**src/rtl/ili9341_pkg.sv**
```systemverilog
// ILI9341 SPI write path: shared state type and constants.
// Optional macro ILI9341_SPI_CS_HOLD_EN is used by ili9341_spi_tx.
package ili9341_pkg;
  typedef enum logic [1:0] {
    IDLE,
    SHIFT,
    HOLD
  } spi_state_t;

  localparam logic DC_CMD  = 1'b0;
  localparam logic DC_DATA = 1'b1;
  localparam int SPI_DATA_WIDTH = 8;
endpackage

```
**src/rtl/ili9341_spi_tx_tick.sv**
```systemverilog
// SCK half-period tick generator.
// Pulses every SCK_HALF cycles while enabled, clears when disabled.
module spi_sck_tick
  import ili9341_pkg::*;
#(
  parameter int SCK_HALF = 2
) (
  input  logic i_clk,
  input  logic rst,
  input  logic i_en,
  output logic o_tick
);
  localparam int CW = $clog2(SCK_HALF + 1);

  logic [CW-1:0] r_cnt;
  logic          w_tick;

  assign w_tick = i_en && (r_cnt == CW'(SCK_HALF - 1));
  assign o_tick = w_tick;

  always_ff @(posedge i_clk) begin
    if (rst || !i_en || w_tick)
      r_cnt <= '0;
    else
      r_cnt <= r_cnt + 1'b1;
  end
endmodule

```
**src/rtl/ili9341_spi_tx.sv**
```systemverilog
// ILI9341 byte serializer, SPI mode 0, MSB first, write-only.
// Define ILI9341_SPI_CS_HOLD_EN to chain bytes without a CS gap.
module ili9341_spi_tx
  import ili9341_pkg::*;
#(
  parameter int DATA_WIDTH = SPI_DATA_WIDTH,
  parameter int SCK_HALF   = 2
) (
  input  logic                  i_clk,
  input  logic                  rst,
  input  logic [DATA_WIDTH-1:0] i_data,
  input  logic                  i_dc,
  input  logic                  i_valid,
  output logic                  o_ready,
  output logic                  o_sck,
  output logic                  o_mosi,
  output logic                  o_cs_n,
  output logic                  o_dc,
  output logic                  o_busy,
  output logic                  o_done
);
  localparam int EW = $clog2(2 * DATA_WIDTH + 1);
  localparam logic [EW-1:0] LAST_EDGE = EW'(2 * DATA_WIDTH);

  spi_state_t            r_state;
  spi_state_t            w_next;
  logic [DATA_WIDTH-1:0] r_shift;
  logic [EW-1:0]         r_edge;
  logic                  r_sck;
  logic                  r_mosi;
  logic                  r_cs_n;
  logic                  r_dc;
  logic                  r_done;
  logic                  w_en;
  logic                  w_tick;
  logic                  w_hold_end;
  logic                  w_last_fall;
  logic                  w_ready;
  logic                  w_accept;

  assign w_en = (r_state != IDLE);

  spi_sck_tick #(
    .SCK_HALF(SCK_HALF)
  ) u_tick (
    .i_clk (i_clk),
    .rst   (rst),
    .i_en  (w_en),
    .o_tick(w_tick)
  );

  assign w_hold_end  = (r_state == HOLD) && w_tick;
  assign w_last_fall = (r_state == SHIFT) && w_tick && r_sck
                       && (r_edge == LAST_EDGE - 1'b1);

`ifdef ILI9341_SPI_CS_HOLD_EN
  assign w_ready = ((r_state == IDLE) || w_hold_end) && !rst;
`else
  assign w_ready = (r_state == IDLE) && !rst;
`endif

  assign w_accept = i_valid && w_ready;

  always_ff @(posedge i_clk) begin
    if (rst)
      r_state <= IDLE;
    else
      r_state <= w_next;
  end

  always_comb begin
    w_next = r_state;
    unique case (r_state)
      IDLE:    if (w_accept) w_next = SHIFT;
      SHIFT:   if (w_last_fall) w_next = HOLD;
      HOLD:    if (w_hold_end) w_next = w_accept ? SHIFT : IDLE;
      default: w_next = IDLE;
    endcase
  end

  // A chained accept in the last HOLD cycle overrides the CS release.
  always_ff @(posedge i_clk) begin
    if (rst) begin
      r_shift <= '0;
      r_edge  <= '0;
      r_sck   <= 1'b0;
      r_mosi  <= 1'b0;
      r_cs_n  <= 1'b1;
      r_dc    <= 1'b0;
      r_done  <= 1'b0;
    end else begin
      r_done <= w_hold_end;
      if (w_hold_end)
        r_cs_n <= 1'b1;
      if (w_accept) begin
        r_shift <= i_data;
        r_dc    <= i_dc;
        r_mosi  <= i_data[DATA_WIDTH-1];
        r_cs_n  <= 1'b0;
        r_sck   <= 1'b0;
        r_edge  <= '0;
      end else if ((r_state == SHIFT) && w_tick) begin
        r_sck  <= ~r_sck;
        r_edge <= r_edge + 1'b1;
        if (r_sck && !w_last_fall) begin
          r_shift <= r_shift << 1;
          r_mosi  <= r_shift[DATA_WIDTH-2];
        end
      end
    end
  end

  assign o_ready = w_ready;
  assign o_sck   = r_sck;
  assign o_mosi  = r_mosi;
  assign o_cs_n  = r_cs_n;
  assign o_dc    = r_dc;
  assign o_busy  = ~r_cs_n;
  assign o_done  = r_done;
endmodule
```
**config.mk**
```make
export PLATFORM = sky130hd
export DESIGN_NAME = ili9341_spi_tx
export DESIGN_NICKNAME = d
export VERILOG_FILES = /design/src/rtl/ili9341_pkg.sv /design/src/rtl/ili9341_spi_tx_tick.sv /design/src/rtl/ili9341_spi_tx.sv
export SDC_FILE = /design/constraint.sdc
export NUM_CORES = 1
export LEC_CHECK = 0
export CORE_MARGIN = 3
export CORE_UTILIZATION = 50
export CTS_BUF_LIST = sky130_fd_sc_hd__clkbuf_8
export CTS_CLUSTER_DIAMETER = 80
export DETAILED_ROUTE_END_ITERATION = 8
export DONT_BUFFER_PORTS = 1
export GPL_TIMING_DRIVEN = 0
export PLACE_DENSITY_LB_ADDON = 0.2
export SLEW_MARGIN = 25
export SYNTH_ARGS = -nofsm -noshare
export SYNTH_HDL_FRONTEND = slang
export SYNTH_SLANG_ARGS = --single-unit
```
**constraint.sdc**
```tcl
create_clock -name i_clk -period 2.24 [get_ports i_clk]
set_input_delay 0.448 -clock i_clk [delete_from_list [all_inputs] [get_ports i_clk]]
set_output_delay 0.448 -clock i_clk [all_outputs]
set_load 0.02 [all_outputs]
```
==> summary.txt, run 1 <==
P per Cell Area -> 653 mW/mm^2
synthesized area per cell -> 9.70 um^2
setup TNS -> 0 ns
largest net degree at the start of global routing -> 12
WS Path Type -> reg2reg
Crit. End Element -> flip-flop
number of buffers added for setup after CTS -> 0
fin crit period -> 1.95 ns
die area -> 0.00270 mm^2
DR iter-0 viols -> 8
Post-Syn Nets -> 124
total CTS buffers -> 3
Rows -> 16
drt wl/cell -> 14.2 um
Synth Warn # -> 0
gr busiest metal -> met2
die span in x -> 52.0 um
# fillers -> 191
initial antenna violation count -> 0
CTS root buffer -> clkbuf_8
Setup Skew -> 0.00388 ns
htree depth -> 1
arrival time at the worst endpoint -> 2.07 ns
CP peak stage delay -> 0.36 ns
DP HPWL -> 1430 um
Starting Density -> 53.3%
clock-pin slew on the worst setup and hold paths -> 0.07 ns
vias in the first global route -> 754
setup violation total in the final timing report -> 0
commonest cells after routing, fill and taps aside -> dfxtp_1, o21ai_0, inv_1
Syn Inst Count -> 109
CP max-delay cell -> dfxtp_1
gr ovfl total -> 0
first-pass GRT wire length -> 3430 um
Worst Hold Class -> in2reg
1st-pass router iterations -> 4
final WL -> 1990 um
Max Cap Viol -> 0
IO Count -> 19
Core Area -> 0.00198 mm^2
met2 Use GR -> 27.2%
worst slew pin tran -> 0.663 ns
Layout Cells excl Fill -> 140
Die Span Y -> 52.0 um
GPL Wtd Cong -> 0.753
Static Leakage -> 0.000426 uW
Post-CTS Resized -> 0
CP cell instances -> ha_1 -> and3_1 -> ha_1 -> clkbuf_1 -> inv_1 -> a31oi_1 -> a211oi_2
Num Clock Sinks -> 21
Final Hold Viols -> 0
unrepaired setup endpoints after global routing -> false
clock buffer depth -> 2
# nets final -> 129
number of port buffers -> 0
share of cells above drive strength 1 -> 23.0%
most common cell after layout, fill and taps aside -> dfxtp_1
TritonCTS clock tree -> done
Post-DRT Antenna Nets -> 0
peak supply drop -> 633 uV
Worst path most repeated cell -> ha_1
Tot GR Track Use -> 17.3%
hold_buf cts -> 0
worst path bufs/invs -> 2
Max Clk Rate -> 513 MHz
Seq/Total Area, Yosys -> 39.8%
Critical Path RT -> 2.36 ns
CP delay by family, top -> buffers and inverters
Final Slew Violations -> 0
dpl cells -> 136
period utilization -> 87.0%
Slew headroom -> 55.4%
crit-path max FO -> 10
Mapped Area -> 0.00106 mm^2
grt met1 use -> 21.6%
DR vias -> 800
vias per inst -> 5.71
met3 Usage GRT -> 6.59%
area grow syn2layout -> 7.46%
Yosys cell types -> 33
run status -> completed
nature of the critical path startpoint -> flip-flop
synthesis-stage register bit count -> 21
diodes inserted -> 0
DRC violations left -> 0
insertion delay to the later sink of the worst-skew pair -> 0.26 ns
sequential cells by signal, summed over array words and instances (netlist names):
register,flops
r_shift,7
r_edge,5
u_tick.r_cnt,2
o_mosi,1
o_sck,1
o_done,1
r_state,2
o_cs_n,1
o_dc,1
metrics by stage:
stage	setup WS [ns]	power, uW	util [%]	instance area (um^2)	hold WS (ns)
2_1_floorplan	0.493	498	-	1060	0.407
5_1_grt	0.126	780	57.3	1140	0.338
3_5_place_dp	0.315	516	55.1	1090	0.434
4_1_cts	0.320	753	57.3	1140	0.309
6_report	0.290	741	57.3	1140	0.309
3_3_place_gp	0.336	511	55.1	1090	0.415
cell usage after synthesis:
cell | n | share of area [%]
a211oi_2 | 7 | 8.3
o41ai_1 | 1 | 0.83
o211ai_2 | 1 | 1.2
nand3b_4 | 1 | 1.9
nor4b_1 | 1 | 0.83
clkbuf_1 | 3 | 1.1
or2_2 | 1 | 0.59
dfxtp_1 | 21 | 40
buf_4 | 1 | 0.71
o21bai_1 | 1 | 0.71
or4b_1 | 1 | 0.95
nand4b_1 | 2 | 1.7
inv_1 | 7 | 2.5
nand3_1 | 2 | 0.95
and4b_1 | 1 | 0.95
nand2b_1 | 1 | 0.59
mux2i_1 | 1 | 0.95
o21ai_0 | 9 | 4.3
nor2_1 | 5 | 1.8
buf_6 | 4 | 4.3
a31oi_1 | 7 | 4.1
nor2_2 | 7 | 4.1
xor2_1 | 3 | 2.5
and3_1 | 2 | 1.2
a21oi_1 | 6 | 2.8
nand3b_1 | 1 | 0.71
a21o_1 | 1 | 0.71
or3_1 | 1 | 0.59
nor4b_4 | 1 | 2.2
ha_1 | 3 | 3.6
nor4_1 | 2 | 1.2
nor3_1 | 1 | 0.47
nand2_1 | 3 | 1.1
power breakdown:
| part | internal (uW) | switching (uW) | total [uW] |
|---|---|---|---|
| clock | 122 | 113 | 235 |
| combinational | 39.1 | 57.8 | 96.9 |
| sequential | 392 | 17.9 | 410 |
cell type report:
class	count	area [um^2]	share of cell area, %
multi-input cells	73	547	48.1
flip-flops and latches	21	420	37.0
plain buffers	8	63.8	5.62
clock buffers	3	41.3	3.63
well taps	27	33.8	2.97
inverters	7	26.3	2.31
clock inverters	1	3.75	0.330
kinds of logic (layout without fill, tap and decap cells):
group	after synthesis	count (layout)	synth area share (%)
AO/OA/AOI/OAI	33	33	23.0
AND/OR/NAND/NOR	33	33	21.8
flip-flops	21	21	39.8
buffers and inverters	15	19	8.52
adder cells (fa/ha/maj)	3	3	3.55
XOR/XNOR	3	3	2.49
multiplexers	1	1	0.947
final timing paths:
kind                    from         endpoint  slack (ns)  cells past startpoint
min reg2reg  u_tick.r_cnt[0]  u_tick.r_cnt[0]        0.44                      1
max reg2reg        r_edge[0]       r_shift[1]        0.29                      7
min                     i_dc             o_dc        0.31                      2
max                r_edge[0]       r_shift[1]        0.29                      7
per-layer routing:
metal  wire length (um)  part of all wire, %  up-vias
li1                   -                    -      402
met1                899                   45      377
met2                955                   48       19
met3                113                  5.7        2
met4                 19                 0.96        0
met5                  0                    0        -
No activity file was read; power rests on OpenSTA's default activity.
==> inputs of run 2 (changes only) <==
--- a/config.mk
+++ b/config.mk
@@ -5,8 +5,9 @@
 export SDC_FILE = /design/constraint.sdc
 export NUM_CORES = 1
 export LEC_CHECK = 0
+export CORE_ASPECT_RATIO = 1.75
 export CORE_MARGIN = 3
-export CORE_UTILIZATION = 50
+export CORE_UTILIZATION = 40
 export CTS_BUF_LIST = sky130_fd_sc_hd__clkbuf_8
 export CTS_CLUSTER_DIAMETER = 80
 export DETAILED_ROUTE_END_ITERATION = 8
==> summary.txt, run 2 (synthesis results as in run 1) <==
period utilization -> 85.0% (-2.0 points)
Starting Density -> 41.9% (-11 points)
Num Clock Sinks -> 21 (unchanged)
most common cell after layout, fill and taps aside -> dfxtp_1
Final Hold Viols -> 0 (unchanged)
WS Path Type -> reg2reg
Rows -> 24 (+8)
vias per inst -> 5.70 (-0.29%)
commonest cells after routing, fill and taps aside -> dfxtp_1, o21ai_0
vias in the first global route -> 815 (+8.1%)
arrival time at the worst endpoint -> 2.03 ns (-0.04 ns)
drt wl/cell -> 15.1 um (+6.5%)
Crit. End Element -> flip-flop
Die Span Y -> 74.0 um (+42%)
Setup Skew -> 0.00551 ns (+0.00163 ns)
crit-path max FO -> 10 (unchanged)
run status -> completed
IO Count -> 19 (unchanged)
CTS root buffer -> clkbuf_8
nature of the critical path startpoint -> flip-flop
P per Cell Area -> 664 mW/mm^2 (+1.8%)
setup violation total in the final timing report -> 0 (unchanged)
GPL Wtd Cong -> 0.739 (-2.0%)
fin crit period -> 1.90 ns (-0.0453 ns)
gr ovfl total -> 0 (unchanged)
clock buffer depth -> 2 (unchanged)
unrepaired setup endpoints after global routing -> false
number of buffers added for setup after CTS -> 0 (unchanged)
worst path bufs/invs -> 2 (unchanged)
die span in x -> 44.9 um (-14%)
Worst Hold Class -> in2reg
pre-CTS setup slack -> 0.345 ns (+0.0301 ns)
Slew headroom -> 55.8% (+0.31 points)
WHS -> 0.292 ns (-0.0165 ns)
largest net degree at the start of global routing -> 13 (+1)
Core Area -> 0.00252 mm^2 (+27%)
CP cell instances -> ha_1 -> and3_1 -> ha_1 -> clkbuf_1 -> inv_1 -> a31oi_1 -> a211oi_2
# fillers -> 263 (+38%)
insertion delay to the later sink of the worst-skew pair -> 0.26 ns (about the same)
die area -> 0.00332 mm^2 (+23%)
CP max-delay cell -> dfxtp_1
Worst path most repeated cell -> ha_1
setup slack after layout -> 0.335 ns (+0.0453 ns)
Max Cap Viol -> 0 (unchanged)
CP peak stage delay -> 0.37 ns (about the same)
# nets final -> 129 (unchanged)
hold_buf cts -> 0 (unchanged)
diodes inserted -> 0 (unchanged)
share of cells above drive strength 1 -> 23.9% (+0.88 points)
Layout Cells excl Fill -> 139 (-0.71%)
Final Slew Violations -> 0 (unchanged)
DR iter-0 viols -> 9 (+1)
Biggest register -> r_shift
Static Leakage -> 0.000424 uW (-0.33%)
DR vias -> 792 (-1.0%)
final WL -> 2100 um (+5.8%)
Post-DRT Antenna Nets -> 0 (unchanged)
peak supply drop -> 355 uV (-44%)
Tot GR Track Use -> 14.3% (-3.0 points)
first-pass GRT wire length -> 3570 um (+4.2%)
total CTS buffers -> 3 (unchanged)
CP delay by family, top -> buffers and inverters
number of port buffers -> 0 (unchanged)
htree depth -> 1 (unchanged)
Post-CTS Resized -> 0 (unchanged)
Layout Utilization -> 45.0% (-12 points)
dpl cells -> 135 (-0.74%)
1st-pass router iterations -> 3 (-1)
Critical Path RT -> 2.37 ns (about the same)
worst slew pin tran -> 0.659 ns (-0.00468 ns)
DRC violations left -> 0 (unchanged)
biggest regs -> r_shift x7, r_edge x5
DP HPWL -> 1590 um (+11%)
initial antenna violation count -> 0 (unchanged)
max FFs per register -> 7 (unchanged)
area grow syn2layout -> 7.46% (unchanged)
clock-pin slew on the worst setup and hold paths -> 0.08 ns (about the same)
setup TNS -> 0 ns (unchanged)
Max Clk Rate -> 525 MHz (+2.4%)
TritonCTS clock tree -> done
[run 2: changes by cell type in the layout (fill, tap and decap cells not counted)]
cell      change
clkinv_2      +1
inv_1         -1
[run 2: worst paths after layout]
check                        from               to  slack (ns)  depth (start not counted)
setup / recovery        r_edge[0]       r_shift[1]        0.34                          7
hold / removal               i_dc             o_dc        0.29                          2
setup reg to reg        r_edge[0]       r_shift[1]        0.34                          7
hold reg to reg   u_tick.r_cnt[0]  u_tick.r_cnt[0]        0.45                          1
[run 2: final cells by class]
cell class                 instances  area (um^2)  share of cell area (%)
clock inverter                     1         5.00                   0.441
tap                               26         32.5                    2.86
inverter                           7         26.3                    2.31
buffer                             8         63.8                    5.62
clock buffer                       3         41.3                    3.63
multi-input combinational         73          547                    48.1
sequential                        21          420                    37.0
[run 2: per-layer routing]
metal / GRT usage [%] / share of wire (%)
met3: 2.66 / 3.4
met1: 15.1 / 42
met4: 5.86 / 1.8
met2: 26.6 / 53
met5: 0 / 0
[run 2: stage by stage]
stage | cell area, um^2 | total power, uW
after global placement | 1090 | 514
after CTS | 1140 | 761
after detailed placement | 1090 | 516
after global routing | 1140 | 792
final | 1140 | 755
after floorplan | 1060 | 498
[run 2: power breakdown]
group          internal [uW]  total [uW]  switching [uW]
logic                   39.2        97.2            58.0
registers                392         409            17.8
clock network            124         248             124
==> inputs of run 3 (changes only) <==
--- a/config.mk
+++ b/config.mk
@@ -12,7 +12,7 @@
 export CTS_CLUSTER_DIAMETER = 80
 export DETAILED_ROUTE_END_ITERATION = 8
 export DONT_BUFFER_PORTS = 1
-export GPL_TIMING_DRIVEN = 0
+export GPL_TIMING_DRIVEN = 1
 export PLACE_DENSITY_LB_ADDON = 0.2
 export SLEW_MARGIN = 25
 export SYNTH_ARGS = -nofsm -noshare
==> constraint.sdc (replaced) <==
create_clock -name i_clk -period 2.4 [get_ports i_clk]
set_input_delay 0.48 -clock i_clk [delete_from_list [all_inputs] [get_ports i_clk]]
set_output_delay 0.48 -clock i_clk [all_outputs]
set_load 0.02 [all_outputs]
==> summary.txt, run 3 (synthesis results as in run 1) <==
Min-Delay Endpoint -> r_shift[4]
CTS root buffer -> clkbuf_8
Final Hold Viols -> 0 (unchanged)
DP HPWL -> 1530 um (-3.6%)
worst slew pin tran -> 0.653 ns (-0.00611 ns)
WHS -> 0.286 ns (-0.00643 ns)
Crit. End Element -> output pin
Critical Path RT -> 1.92 ns (-0.45 ns)
Static Leakage -> 0.000393 uW (-7.5%)
Post-DRT Antenna Nets -> 0 (unchanged)
initial antenna violation count -> 0 (unchanged)
1st-pass router iterations -> 4 (+1)
DR vias -> 764 (-3.5%)
TritonCTS clock tree -> done
fin crit period -> 1.82 ns
biggest regs -> r_shift x7, r_edge x5
run status -> completed
CP max-delay cell -> nor3_1
drt wl/cell -> 15.6 um (+3.2%)
commonest cells after routing, fill and taps aside -> dfxtp_1, o21ai_0, inv_1
sequential power share -> 57.4% (+3.1 points)
htree depth -> 1 (unchanged)
hold_buf cts -> 0 (unchanged)
CP peak stage delay -> 0.62 ns (+0.25 ns)
DR iter-0 viols -> 9 (unchanged)
Post-CTS Resized -> 0 (unchanged)
worst path bufs/invs -> 0 (-2)
Die Span Y -> 74.0 um (unchanged)
Setup Skew -> 0.00290 ns (-0.00261 ns)
diodes inserted -> 0 (unchanged)
clock-pin slew on the worst setup and hold paths -> 0.07 ns (about the same)
FF/Latch Area -> 420 um^2 (unchanged)
Worst Hold Class -> in2reg
Starting Density -> 41.9% (unchanged)
share of cells above drive strength 1 -> 20.0% (-3.9 points)
Internal -> 507 uW (-8.5%)
Multi-input gate area -> 547 um^2 (unchanged)
IO Count -> 19 (unchanged)
Slew headroom -> 56.2% (+0.41 points)
Reg-to-Reg Start -> r_edge[0]
unrepaired setup endpoints after global routing -> false
Max Clk Rate -> 550 MHz
total CTS buffers -> 3 (unchanged)
FF-to-FF End -> r_shift[4]
Max Cap Viol -> 0 (unchanged)
area grow syn2layout -> 1.30%
setup violation total in the final timing report -> 0 (unchanged)
Rows -> 24 (unchanged)
Hold Path Origin -> rst
setup TNS -> 0 ns (unchanged)
largest net degree at the start of global routing -> 19 (+6)
clock buffer depth -> 2 (unchanged)
DRC violations left -> 0 (unchanged)
crit-path max FO -> 12 (+2)
Core Area -> 0.00252 mm^2 (unchanged)
hold-critical path depth -> 1 (-1)
Clk pwr share -> 32.7% (-0.2 points)
vias in the first global route -> 781 (-4.2%)
first-pass GRT wire length -> 3420 um (-4.3%)
insertion delay to the later sink of the worst-skew pair -> 0.25 ns (about the same)
most common cell after layout, fill and taps aside -> dfxtp_1
reg2reg setup slack -> 0.69 ns (+0.35 ns)
Biggest register -> r_shift
# fillers -> 256 (-2.7%)
Tot GR Track Use -> 13.8% (-0.50 points)
# nets final -> 121 (-6.2%)
Final Slew Violations -> 0 (unchanged)
arrival time at the worst endpoint -> 1.34 ns (-0.69 ns)
Net Sw Frac -> 25.1% (-1.4 points)
Num Clock Sinks -> 21 (unchanged)
vias per inst -> 5.83 (+2.4%)
combinational share of power -> 9.9% (-3.0 points)
CP cell instances -> nor3_1
peak supply drop -> 248 uV (-30%)
GPL Wtd Cong -> 0.785 (+6.3%)
CP delay by family, top -> simple AND/OR/NAND/NOR gates
number of buffers added for setup after CTS -> 0 (unchanged)
die area -> 0.00332 mm^2 (unchanged)
R2R depth -> 6 (-1)
gr ovfl total -> 0 (unchanged)
final WL -> 2050 um (-2.7%)
max FFs per register -> 7 (unchanged)
WS Path Type -> reg2out
period utilization -> 75.7%
Sw Pwr -> 170 uW (-15%)
P per Cell Area -> 633 mW/mm^2 (-4.8%)
nature of the critical path startpoint -> flip-flop
number of port buffers -> 0 (unchanged)
die span in x -> 44.9 um (unchanged)
Layout Utilization -> 42.5% (-2.6 points)
==> run 3: per-layer routing <==
| layer | up-vias | share of wire (%) | wire length, um | GRT usage [%] |
|---|---|---|---|---|
| li1 | 387 | - | - | - |
| met1 | 358 | 41 | 841 | 14.8 |
| met2 | 13 | 52 | 1060 | 23.8 |
| met3 | 6 | 4.7 | 97 | 3.39 |
| met4 | 0 | 2.5 | 51 | 7.82 |
| met5 | - | 0 | 0 | 0 |
==> run 3: final cells by class <==
class / instances / area share, %
multi-input combinational: 73 / 51.1
sequential: 21 / 39.3
clock buffer: 3 / 3.86
tap: 26 / 3.04
inverter: 7 / 2.45
clock inverter: 1 / 0.350
==> run 3: power by group through the flow <==
stage / combinational [uW] / sequential [uW] / clock [uW]
finish: 67.2 / 389 / 221
CTS: 68.6 / 389 / 236
detailed placement: 68.5 / 397 / 0
global route: 75.4 / 391 / 249
global placement: 67.3 / 397 / 0
floorplan: 77.7 / 387 / 0
==> run 3: worst max-delay path by stage <==
stage / from / endpoint / slack [ns] / cells past startpoint
after floorplan: rst / o_ready / 0.59 / 3
after global placement: r_state[0] / r_shift[3] / 0.74 / 3
after detailed placement: r_edge[0] / r_shift[4] / 0.68 / 6
after CTS: r_state[0] / o_ready / 0.56 / 1
after global routing: r_state[0] / o_ready / 0.48 / 1
final: r_state[0] / o_ready / 0.58 / 1
==> run 3: worst reg2reg max path, cell delays in order, from the launching register on <==
cell	delay, ns
dfxtp_1	0.38
ha_1	0.18
and3_1	0.16
ha_1	0.32
inv_1	0.19
a31oi_1	0.26
a211oi_2	0.09
==> run 3: per-stage QoR <==
step | setup slack (ns) | std cells | area (um^2) | total power (uW)
after global placement | 0.739 | 127 | 1030 | 464
after detailed placement | 0.677 | 127 | 1030 | 466
after CTS | 0.561 | 131 | 1070 | 693
final | 0.583 | 131 | 1070 | 677
after global routing | 0.480 | 131 | 1070 | 716
after floorplan | 0.589 | 109 | 1060 | 465
